$ cat src/rtl/usb_rx_decoder.sv
// Full-speed USB receive bit-level decoder.
// Samples D+/D- once per bit time (bit_strobe), NRZI-decodes, detects SYNC,
// removes stuffed zeros, assembles bytes LSB-first and detects EOP.
// Ports:
//   clk, rst        : single clock, synchronous active-high reset
//   bit_strobe      : one-cycle pulse per bit time, line sampled only then
//   d_plus, d_minus : synchronized line inputs
//   rx_data         : last assembled byte (valid on rx_data_valid)
//   rx_data_valid   : pulse, new byte in rx_data
//   rx_start        : pulse, SYNC accepted
//   rx_eop          : pulse, clean EOP on a byte boundary
//   rx_active       : high from SYNC accept until EOP or error
//   rx_error        : pulse on any error
//   rx_error_code   : 1=stuff, 2=alignment, 3=line/sync; sticky until next error
`timescale 1ns/1ps
module usb_rx_decoder #(
  parameter int STUFF_LIMIT  = 6,
  parameter int IDLE_TIMEOUT = 8
) (
  input  logic       clk,
  input  logic       rst,
  input  logic       bit_strobe,
  input  logic       d_plus,
  input  logic       d_minus,
  output logic [7:0] rx_data,
  output logic       rx_data_valid,
  output logic       rx_start,
  output logic       rx_eop,
  output logic       rx_active,
  output logic       rx_error,
  output logic [1:0] rx_error_code
);
  localparam int OW = $clog2(STUFF_LIMIT + 1);
  localparam int TW = $clog2(IDLE_TIMEOUT + 1);
  localparam logic [OW-1:0] STUFF_L = OW'(STUFF_LIMIT);
  localparam logic [TW-1:0] TO_LAST = TW'(IDLE_TIMEOUT - 1);

  typedef enum logic [2:0] {IDLE, SYNC, DATA, EOP1, EOP2, ERR_WAIT} state_t;

  state_t        state, state_n;
  logic          prev_j;
  logic [2:0]    zcnt, zcnt_n;
  logic [OW-1:0] ones, ones_n;
  logic [2:0]    bcnt, bcnt_n;
  logic [7:0]    sreg, sreg_n;
  logic [TW-1:0] jcnt, jcnt_n;
  logic          se0_seen, se0_seen_n;
  logic [7:0]    data_n;
  logic [1:0]    code_n, err_code;
  logic          start_p, valid_p, eop_p, err_p, go_err;

  logic ln_j, ln_k, ln_se0, dbit;
  assign ln_j   =  d_plus & ~d_minus;
  assign ln_k   = ~d_plus &  d_minus;
  assign ln_se0 = ~d_plus & ~d_minus;
  // NRZI: no transition is a 1; only meaningful on J/K samples
  assign dbit   = (ln_j == prev_j);

  assign rx_active = (state == DATA) || (state == EOP1) || (state == EOP2);

  always_ff @(posedge clk) begin
    if (rst) begin
      state         <= IDLE;
      prev_j        <= 1'b1;
      zcnt          <= '0;
      ones          <= '0;
      bcnt          <= '0;
      sreg          <= '0;
      jcnt          <= '0;
      se0_seen      <= 1'b0;
      rx_data       <= 8'h00;
      rx_data_valid <= 1'b0;
      rx_start      <= 1'b0;
      rx_eop        <= 1'b0;
      rx_error      <= 1'b0;
      rx_error_code <= 2'd0;
    end else begin
      state         <= state_n;
      zcnt          <= zcnt_n;
      ones          <= ones_n;
      bcnt          <= bcnt_n;
      sreg          <= sreg_n;
      jcnt          <= jcnt_n;
      se0_seen      <= se0_seen_n;
      rx_data       <= data_n;
      rx_data_valid <= valid_p;
      rx_start      <= start_p;
      rx_eop        <= eop_p;
      rx_error      <= err_p;
      rx_error_code <= code_n;
      // SE0/SE1 leave the NRZI reference untouched
      if (bit_strobe && (ln_j || ln_k)) prev_j <= ln_j;
    end
  end

  always_comb begin
    state_n    = state;
    zcnt_n     = zcnt;
    ones_n     = ones;
    bcnt_n     = bcnt;
    sreg_n     = sreg;
    jcnt_n     = jcnt;
    se0_seen_n = se0_seen;
    data_n     = rx_data;
    code_n     = rx_error_code;
    start_p    = 1'b0;
    valid_p    = 1'b0;
    eop_p      = 1'b0;
    err_p      = 1'b0;
    go_err     = 1'b0;
    err_code   = 2'd3;
    if (bit_strobe) begin
      case (state)
        IDLE: if (ln_k) begin
          state_n = SYNC;
          zcnt_n  = 3'd1;
        end
        SYNC: begin
          if (ln_j || ln_k) begin
            if (!dbit) begin
              if (zcnt == 3'd7) go_err = 1'b1;
              else zcnt_n = zcnt + 3'd1;
            end else if (zcnt == 3'd7) begin
              state_n = DATA;
              start_p = 1'b1;
              ones_n  = OW'(1);  // SYNC's closing 1 counts toward stuffing
              bcnt_n  = 3'd0;
            end else go_err = 1'b1;
          end else go_err = 1'b1;
        end
        DATA: begin
          if (ln_j || ln_k) begin
            if (ones == STUFF_L) begin
              if (dbit) begin
                go_err   = 1'b1;
                err_code = 2'd1;
              end else ones_n = '0;  // stuffed zero, dropped
            end else begin
              sreg_n = {dbit, sreg[7:1]};
              ones_n = dbit ? ones + 1'b1 : '0;
              bcnt_n = bcnt + 3'd1;
              if (bcnt == 3'd7) begin
                data_n  = sreg_n;
                valid_p = 1'b1;
              end
            end
          end else if (ln_se0) state_n = EOP1;
          else go_err = 1'b1;
        end
        EOP1: begin
          if (ln_se0) state_n = EOP2;
          else go_err = 1'b1;
        end
        EOP2: begin
          if (ln_j) begin
            state_n = IDLE;
            if (bcnt == 3'd0) eop_p = 1'b1;
            else begin
              // partial byte: flag alignment, never emit the fragment
              err_p  = 1'b1;
              code_n = 2'd2;
            end
          end else if (!ln_se0) go_err = 1'b1;
        end
        ERR_WAIT: begin
          if (ln_j) begin
            if (se0_seen || jcnt == TO_LAST) state_n = IDLE;
            else jcnt_n = jcnt + 1'b1;
          end else if (ln_se0) begin
            se0_seen_n = 1'b1;
            jcnt_n     = '0;
          end else begin
            se0_seen_n = 1'b0;
            jcnt_n     = '0;
          end
        end
        default: state_n = IDLE;
      endcase
    end
    if (go_err) begin
      state_n    = ERR_WAIT;
      err_p      = 1'b1;
      code_n     = err_code;
      jcnt_n     = '0;
      se0_seen_n = 1'b0;
    end
  end
endmodule
$ cat config.mk
export PLATFORM = sky130hd
export DESIGN_NAME = usb_rx_decoder
export DESIGN_NICKNAME = d
export VERILOG_FILES = /design/src/rtl/usb_rx_decoder.sv
export SDC_FILE = /design/constraint.sdc
export NUM_CORES = 1
export LEC_CHECK = 0
export CELL_PAD_IN_SITES_DETAIL_PLACEMENT = 1
export CELL_PAD_IN_SITES_GLOBAL_PLACEMENT = 2
export CORE_MARGIN = 3
export CORE_UTILIZATION = 36
export CTS_CLUSTER_DIAMETER = 80
export DETAILED_ROUTE_END_ITERATION = 16
export PLACE_DENSITY_LB_ADDON = 0.1
export SLEW_MARGIN = 20
export SYNTH_ARGS = -nofsm -noshare
export SYNTH_HDL_FRONTEND = slang
export SYNTH_SLANG_ARGS = --single-unit
$ cat constraint.sdc
create_clock -name clk -period 4.22 [get_ports clk]
set_clock_uncertainty 0.1 [all_clocks]
set_input_delay 0.844 -clock clk [delete_from_list [all_inputs] [get_ports clk]]
set_output_delay 0.844 -clock clk [all_outputs]
set_load 0.01 [all_outputs]
==> flow_summary_export.csv, run 1 <==
group,metric,value,unit
layout,fin_nets,268,
placement,dp_cells,315,
cts,clock-sinks,39,
layout,fillers,609,
sta,finalSetupViolations,0,
route,drcViolationCount,0,
outcome,status,"finished, final reports clean",
logic_synthesis,netlist_top_cells_area,"dfxtp_1, ha_1, a21oi_1",
layout,final_cell_mix,"dfxtp_1, nand2_1, a21oi_1",
job,drv_cap,0,
logic_synthesis,synth_warnings,0,
logic_synthesis,synth-compound-area-share,18.47,%
layout,final_cells,323,
logic_synthesis,async_flop_share,0,%
route,routed_wl,4931,um
floorplanning,rows,26,
floorplanning,coreArea,5172,um2
logic_synthesis,ys_seq_elements,39,
pwr,p_leak,0.8158,nW
setup_path,critPathLaunchType,"primary input",
pwr,power.total,752.5,uW
route,via_per_inst,5.260,
placement,gp_congestion,0.7665,
logic_synthesis,synthesis.area,1958,um2
worst_hold_path,min_path_type,"reg -> reg",
logic_synthesis,yosys.area_share.adder,7.029,%
layout,diodes,0,
floorplanning,dieArea,6360,um2
logic_synthesis,syn_inst,234,
layout,fin_util,45.16,%
global_route,grt_usage,17.43,%
logic_synthesis,synthSimpleGateAreaFrac,26.90,%
floorplanning,die_w,79.75,um
cts,clockBufferDepth,2,
cts,clk_pin_slew,80,ps
sta,holdWs,358.0,ps
sta,rsz0062_at_grt,"no",
setup_path,cp.arrival,3220,ps
sta,max_slew_margin,55.98,%
logic_synthesis,synth_edf_count,0,
cts,ctsResizeCount,0,
pwr,p_per_area,322.1,nW/um2
sta,fin_crit_sh,75.09,%
logic_synthesis,synth_xor_area_share,1.725,%
floorplanning,io_pins,20,
route,firstDrtPassIters,4,
layout,multi_input_area,1096,um2
sta,timing.setup.tns,0,ps
pwr,peakVddDrop,0.1791,mV
logic_synthesis,synth.area.mux_share,1.534,%
floorplanning,start_util,37.86,%
cts,insertion_delay,290,ps
route,ant_nets,0,
layout,final_layout_size_suffix_gt1_share,9.091,%
setup_path,required,4270,ps
logic_synthesis,synth_seq_area_share,39.87,%
logic_synthesis,synth_top_cell_by_area,"dfxtp_1",
logic_synthesis,synth_top_family_by_area,"simple AND/OR/NAND/NOR gates",
cts,cts_hold_buf,0,
logic_synthesis,syn-num-nets,250,
global_route,first_global_vias,1741,
placement,port_buffers,19,
logic_synthesis,ys_types,47,
logic_synthesis,ys.flop_type,"dfxtp_1",
layout,regArea,780.7,um2
cts,postCtsSetupRepairBufs,0,
cts,cts-root-buf,"clkbuf_8",
cts,numCtsBuffers,5,
sta,slew_violations,0,
layout,syn_to_final_growth,19.30,%
global_route,grt_max_degree,30,
floorplanning,die_h,79.75,um
cts,cts_tree,"yes",
route,wl_per_cell,15.27,um
sta,fin_crit,3169,ps
setup_path,critical_path.max_fanout,12,
sta,worst_slew_pin_slew,654.7,ps
route,drt_iter0_drc,69,
logic_synthesis,syn_avg_cell_area,8.368,um2
global_route,grt_first_pass_wirelength,8638,um
layout,final_common_cell,"dfxtp_1",
global_route,antenna_found_initial,0,
sta,max_freq,315.6,MHz
logic_synthesis,synth_top_cell_area_share,39.87,%
cts,htreeDepth,2,
sta,timing_hold_violations_final,0,
route,vias,1699,
placement,dp.final_hpwl,3495,um
setup_path,critPathKind,"in -> reg",
global_route,overflow,0,
setup_path,end_kind,"flop",
==> worst max-delay path, cell delays in order <==
cell	delay (ps)
clkdlybuf4s50_1	480
inv_1	70
ha_1	230
xnor2_2	530
xnor2_1	190
a21oi_1	100
o31ai_1	590
o221ai_1	190
==> cells in the mapped netlist, types with 2 or more instances <==
cell type  instances
buf_2              4
mux2i_1            3
nand3b_1           2
o221ai_1           2
nor4_1             3
clkbuf_1           7
nand2b_1           5
dfxtp_1           39
or2_2              2
inv_1              9
o21ai_0            7
and3_1             2
a31oi_1            3
o21ai_1            2
nor3_1             6
a21oi_1           27
a211oi_1           2
ha_1              11
nor2_1            11
nand4b_1           2
nor2b_1            3
nand3_1           17
nor3b_2            2
nand2_1           35
a311oi_1           2
and2_1             5
==> per-layer routing <==
layer	global-route usage [%]	wire length, um	vias to the layer above
li1	-	-	861
met1	23.54	2450	797
met2	26.79	2191	31
met3	4.063	186	10
met4	6.926	102	0
met5	0	0	-
==> where the power goes <==
group	leakage, nW	total [mW]	switching, mW	internal (mW)
Combinational	0.440	0.0546	0.0346	0.0200
Sequential	0.314	0.375	0.00510	0.370
Clock	0.0612	0.323	0.131	0.191
==> registers in the layout (all words and copies together) (netlist names), 2 cells and up <==
| name | cells |
|---|---|
| sreg | 7 |
| bcnt | 3 |
| zcnt | 3 |
| rx_data | 8 |
| jcnt | 4 |
| rx_error_code | 2 |
| ones | 3 |
| state | 3 |
==> final timing paths <==
path	start	end	slack [ps]	depth (start not counted)
hold / removal	rx_data[2]	rx_data[2]	360	2
setup / recovery	d_minus	state[0]	1050	8
setup reg to reg	state[0]	ones[2]	1930	5
hold reg to reg	rx_data[2]	rx_data[2]	360	2
==> layout make-up <==
| type | count | area share, % |
|---|---|---|
| Timing Repair Buffer | 23 | 9.427 |
| Clock inverter | 2 | 1.500 |
| Sequential cell | 39 | 33.42 |
| Inverter | 9 | 1.446 |
| Multi-Input combinational cell | 174 | 46.92 |
| Tap cell | 70 | 3.749 |
| Clock buffer | 6 | 3.535 |
==> per-stage QoR <==
| stage | setup WS [ps] | area (um2) |
|---|---|---|
| after floorplan | 1709 | 1958 |
| after CTS | 1078 | 2336 |
| after global placement | 859.7 | 2218 |
| after global routing | 905.5 | 2336 |
| after detailed placement | 768.5 | 2218 |
| final | 1051 | 2336 |
==> kinds of logic after synthesis <==
| family | count (synthesis) |
|---|---|
| buffers and inverters | 21 |
| adders and majority gates | 11 |
| DFF | 39 |
| AOI/OAI and AO/OA | 55 |
| xor gates and xnor gates | 3 |
| and+or+nand+nor | 102 |
| muxes | 3 |
Note: power is estimated with default switching activity, not from simulation.
==> inputs of run 2 (changes only) <==
--- a/config.mk
+++ b/config.mk
@@ -8,7 +8,7 @@
 export CELL_PAD_IN_SITES_DETAIL_PLACEMENT = 1
 export CELL_PAD_IN_SITES_GLOBAL_PLACEMENT = 2
 export CORE_MARGIN = 3
-export CORE_UTILIZATION = 36
+export CORE_UTILIZATION = 34
 export CTS_CLUSTER_DIAMETER = 80
 export DETAILED_ROUTE_END_ITERATION = 16
 export PLACE_DENSITY_LB_ADDON = 0.1
==> constraint.sdc (replaced) <==
create_clock -name clk -period 3.2 [get_ports clk]
set_clock_uncertainty 0.1 [all_clocks]
set_input_delay 0.64 -clock clk [delete_from_list [all_inputs] [get_ports clk]]
set_output_delay 0.64 -clock clk [all_outputs]
set_load 0.01 [all_outputs]
==> run 2 against run 1 <==
Cell area rose by 1.7%; clock-buffer cell count did not move; global-route usage fell by 0.94 points; largest power group unchanged.
==> flow_summary_export.csv, run 2 (synthesis results as in run 1) <==
group,metric,value,unit
placement,dp.final_hpwl,3573,um
floorplanning,start_util,35.34,%
floorplanning,rows,27,
setup_path,required,3290,ps
pwr,peakVddDrop,0.1869,mV
floorplanning,die_w,81.89,um
setup_path,cp_slowest_stage_delay,480,ps
worst_hold_path,worstHoldPathCells,2,
route,drcViolationCount,0,
layout,syn_to_final_growth,21.34,%
floorplanning,io_pins,20,
pwr,power.total,1.007,mW
setup_path,r2r-end,"state[0]",
layout,fin_util,42.89,%
cts,cts_tree,"yes",
worst_hold_path,min_path_type,"reg -> reg",
cts,numCtsBuffers,5,
layout,diodes,0,
sta,fin_crit_sh,84.03,%
floorplanning,die_h,81.89,um
setup_path,critPathLaunchType,"primary input",
layout,reg.largest.list,"rx_data x8, sreg x7, jcnt x4",
layout,final_cell_mix,"dfxtp_1, nand2_1, a21oi_1",
layout,fin_nets,273,
setup_path,cp.arrival,2780,ps
sta,rsz0062_at_grt,"no",
cts,clk_pin_slew,80,ps
setup_path,end_kind,"flop",
global_route,antenna_found_initial,0,
route,via_per_inst,5.106,
worst_hold_path,hold_end,"rx_data[7]",
cts,htreeDepth,2,
route,wl_per_cell,14.98,um
layout,design_area,2376,um2
layout,final_layout_size_suffix_gt1_share,10.85,%
pwr,p_per_area,423.7,nW/um2
sta,slew_violations,0,
sta,finalSetupViolations,0,
setup_path,crit_slowest_cell,"clkdlybuf4s50_1",
job,drv_cap,0,
outcome,status,"finished, final reports clean",
global_route,grt_first_pass_wirelength,8452,um
sta,max_freq,371.9,MHz
route,vias,1685,
route,drt_iter0_drc,51,
floorplanning,dieArea,6706,um2
global_route,grt_usage,16.50,%
worst_hold_path,worstHoldStart,"rx_data[7]",
cts,cts-root-buf,"clkbuf_8",
route,firstDrtPassIters,4,
placement,gp_congestion,0.7633,
placement,dp_cells,322,
setup_path,reg2reg_setup_slack,1030,ps
cts,clock-sinks,39,
sta,timing.setup.tns,0,ps
cts,cts_hold_buf,0,
sta,fin_crit,2689,ps
setup_path,path_cells,"clkdlybuf4s50_1, inv_1, ha_1, buf_4, a211oi_4, nand2_2, or3_1, a2111oi_2",
floorplanning,coreArea,5540,um2
cts,postCtsSetupRepairBufs,0,
route,ant_nets,0,
setup_path,critPathKind,"in -> reg",
route,routed_wl,4943,um
setup_path,rr_worst_depth,5,
cts,insertion_delay,290,ps
placement,port_buffers,19,
layout,final_common_cell,"dfxtp_1",
sta,max_slew_margin,60.58,%
setup_path,r2r-start,"state[2]",
layout,final_cells,330,
cts,ctsResizeCount,0,
layout,largest_register,"rx_data",
placement,place_area,2258,um2
setup_path,critical_path.max_fanout,8,
global_route,first_global_vias,1701,
layout,largest_reg_flops,8,
sta,timing_hold_violations_final,0,
cts,clockBufferDepth,2,
sta,worst_slew_pin_slew,586.3,ps
pwr,p_leak,0.8413,nW
global_route,grt_max_degree,27,
global_route,overflow,0,
==> run 2: changes by cell type in the layout (fill, tap and decap cells not counted), sizes merged <==
cell	previous run	this run
buf	4	9
==> run 2: how the worst max path moves through the flow <==
| stage | slack (ps) | start | endpoint | cells after the start |
|---|---|---|---|---|
| global placement | 270 | d_minus | jcnt[3] | 8 |
| global route | 360 | d_minus | jcnt[3] | 8 |
| CTS | 490 | d_minus | jcnt[3] | 8 |
| finish | 510 | d_minus | jcnt[3] | 8 |
| detailed placement | 200 | d_minus | jcnt[3] | 8 |
| floorplan | 890 | d_minus | jcnt[3] | 7 |
==> run 2: critical path, delay by kind of cell <==
kind            cells  cell delay, ps
buf+inv             3             740
compound gates      2             640
simple gates        2             490
fa+ha+maj           1             260
==> run 2: final cells by class <==
class,instances,area [um2]
fill,689,3164
multi-input combinational,174,1096
sequential,39,780.7
timing repair buffer,28,257.7
tap,72,90.09
clock buffer,6,82.58
clock inverter,2,35.03
inverter,9,33.78
==> run 2: per-layer routing <==
layer	vias to the layer above	GRT usage, %	routed length (um)	share of wire [%]
li1	875	-	-	-
met1	789	22.79	2600	53
met3	7	4.167	146	3.0
met4	0	4.817	68	1.4
met5	-	0	0	0
met2	14	25.20	2128	43
==> run 2: per-stage QoR <==
step	setup WS (ps)	hold WS, ps
floorplan	893.4	336.6
global placement	272.5	343.9
detailed placement	201.3	348.0
CTS	493.8	358.9
global route	362.8	378.3
finish	510.9	356.5
==> run 2: power breakdown <==
group	switching [mW]	internal (mW)	total (mW)	leakage, nW
clock	0.181	0.252	0.434	0.0612
combinational	0.0468	0.0316	0.0784	0.466
sequential	0.00650	0.488	0.495	0.314
==> inputs of run 3 (changes only) <==
==> constraint.sdc (replaced) <==
create_clock -name clk -period 2.8 [get_ports clk]
set_clock_uncertainty 0.1 [all_clocks]
set_input_delay 0.56 -clock clk [delete_from_list [all_inputs] [get_ports clk]]
set_output_delay 0.56 -clock clk [all_outputs]
set_load 0.01 [all_outputs]
==> run 3 against run 2 <==
Cell area up 4.5%; critical path depth unchanged; critical endpoint unchanged; die area unchanged; global-route usage rose by 0.099 points; critical path type unchanged; register-to-register slack got worse by 240 ps.
==> flow_summary_export.csv, run 3 (synthesis results as in run 1) <==
group,metric,value,unit
outcome,status,"finished, final reports clean",
floorplanning,coreArea,5540,um2
setup_path,path_cells,"clkdlybuf4s50_1, inv_1, ha_1, buf_4, a211oi_4, nand2_2, or3_1, a2111oi_2",
setup_path,end_kind,"flop",
sta,rsz0062_at_grt,"no",
sta,fin_crit,2497,ps
sta,fin_crit_sh,89.18,%
placement,dp.final_hpwl,3817,um
layout,final_common_cell,"dfxtp_1",
pwr,p_per_area,461.2,nW/um2
sta,max_slew_margin,74.80,%
layout,fin_nets,288,
layout,diodes,0,
cts,clockBufferDepth,2,
route,routed_wl,5031,um
sta,timing_hold_violations_final,0,
floorplanning,dieArea,6706,um2
layout,final_layout_size_suffix_gt1_share,15.75,%
route,vias,1789,
cts,htreeDepth,2,
global_route,grt_max_degree,25,
pwr,p_leak,0.9118,nW
placement,gp_congestion,0.7891,
floorplanning,die_w,81.89,um
setup_path,critPathKind,"in -> reg",
route,drcViolationCount,0,
layout,largest_register,"rx_data",
layout,syn_to_final_growth,26.84,%
setup_path,cpLargestDelayFamily,"buffers and inverters",
cts,cts_hold_buf,0,
layout,fin_util,44.83,%
cts,cts-root-buf,"clkbuf_8",
floorplanning,start_util,35.34,%
setup_path,critical_path.max_fanout,6,
global_route,overflow,0,
route,drt_iter0_drc,93,
setup_path,cp_num_buf_inv,3,
sta,timing.setup.tns,0,ps
sta,worst_slew_pin_slew,377.4,ps
setup_path,crit_slowest_cell,"clkdlybuf4s50_1",
sta,finalSetupViolations,0,
layout,fillers,658,
cts,numCtsBuffers,5,
global_route,grt_usage,16.59,%
setup_path,critPathLaunchType,"primary input",
layout,final_cell_mix,"dfxtp_1, nand2_1, a21oi_1",
global_route,first_global_vias,1750,
worst_hold_path,min_path_type,"reg -> reg",
sta,slew_violations,0,
cts,postCtsSetupRepairBufs,0,
floorplanning,rows,27,
layout,largest_reg_flops,8,
cts,cts_tree,"yes",
floorplanning,die_h,81.89,um
cts,insertion_delay,290,ps
placement,port_buffers,19,
layout,reg.largest.list,"rx_data x8, sreg x7, jcnt x4",
route,via_per_inst,5.186,
job,drv_cap,0,
setup_path,cp.arrival,2590,ps
route,ant_nets,0,
setup_path,cp_slowest_stage_delay,480,ps
pwr,peakVddDrop,0.2093,mV
floorplanning,io_pins,20,
global_route,grt_first_pass_wirelength,8638,um
route,wl_per_cell,14.58,um
cts,clock-sinks,39,
cts,ctsResizeCount,0,
route,firstDrtPassIters,4,
cts,clk_pin_slew,80,ps
setup_path,required,2890,ps
global_route,antenna_found_initial,0,
sta,max_freq,400.5,MHz
-- run 3: changes by cell type in the layout (fill, tap and decap cells not counted) --
cell	delta
clkinv_4	+1
buf_4	+15
clkbuf_8	-1
-- run 3: through the flow --
stage | hold WS [ps] | cells | setup WS [ps] | power (mW) | instance area (um2)
2_1_floorplan | 336.6 | 234 | 573.4 | 0.6337 | 1958
3_3_place_gp | 343.7 | 337 | 61.59 | 0.6808 | 2371
3_5_place_dp | 350.9 | 337 | -25.73 | 0.6811 | 2371
4_1_cts | 360.0 | 345 | 275.4 | 1.165 | 2484
5_1_grt | 384.8 | 345 | 165.3 | 1.201 | 2484
6_report | 357.1 | 345 | 303.1 | 1.145 | 2484
-- run 3: final cells by class --
class                           instances  area, um2  area share, %
Sequential cell                        39      780.7          31.44
Tap cell                               72      90.09          3.627
Multi-Input combinational cell        174       1096          44.13
Timing Repair Buffer                   43      370.4          14.91
Inverter                                9      33.78          1.360
Clock inverter                          3      43.79          1.763
Clock buffer                            5      68.82          2.771
-- run 3: final timing paths --
kind,endpoint,slack (ps),cells after the start,startpoint
setup / recovery,jcnt[3],300,8,d_minus
hold / removal,rx_data[2],360,2,rx_data[2]
hold reg to reg,rx_data[2],360,2,rx_data[2]
setup reg to reg,jcnt[3],790,6,state[2]
-- run 3: worst reg2reg max path, cell delays in order (launching register included) --
cell       delay [ps]
dfxtp_1           490
buf_4             210
nand2b_4           90
a211oi_4          240
nand2_2            70
or3_1             360
a2111oi_2         350
-- run 3: layer usage --
| layer | vias up | share of wire, % | global-route usage, % |
|---|---|---|---|
| li1 | 901 | - | - |
| met1 | 866 | 50 | 22.82 |
| met2 | 17 | 46 | 26.49 |
| met3 | 5 | 2.0 | 2.741 |
| met4 | 0 | 1.0 | 4.983 |
| met5 | - | 0 | 0 |
-- run 3: power by group --
part / internal (mW) / total (mW) / switching, mW / leakage [nW]
Combinational: 0.0468 / 0.105 / 0.0580 / 0.539
Clock: 0.266 / 0.477 / 0.211 / 0.0581
Sequential: 0.558 / 0.564 / 0.00610 / 0.314
Total: 0.870 / 1.15 / 0.275 / 0.912
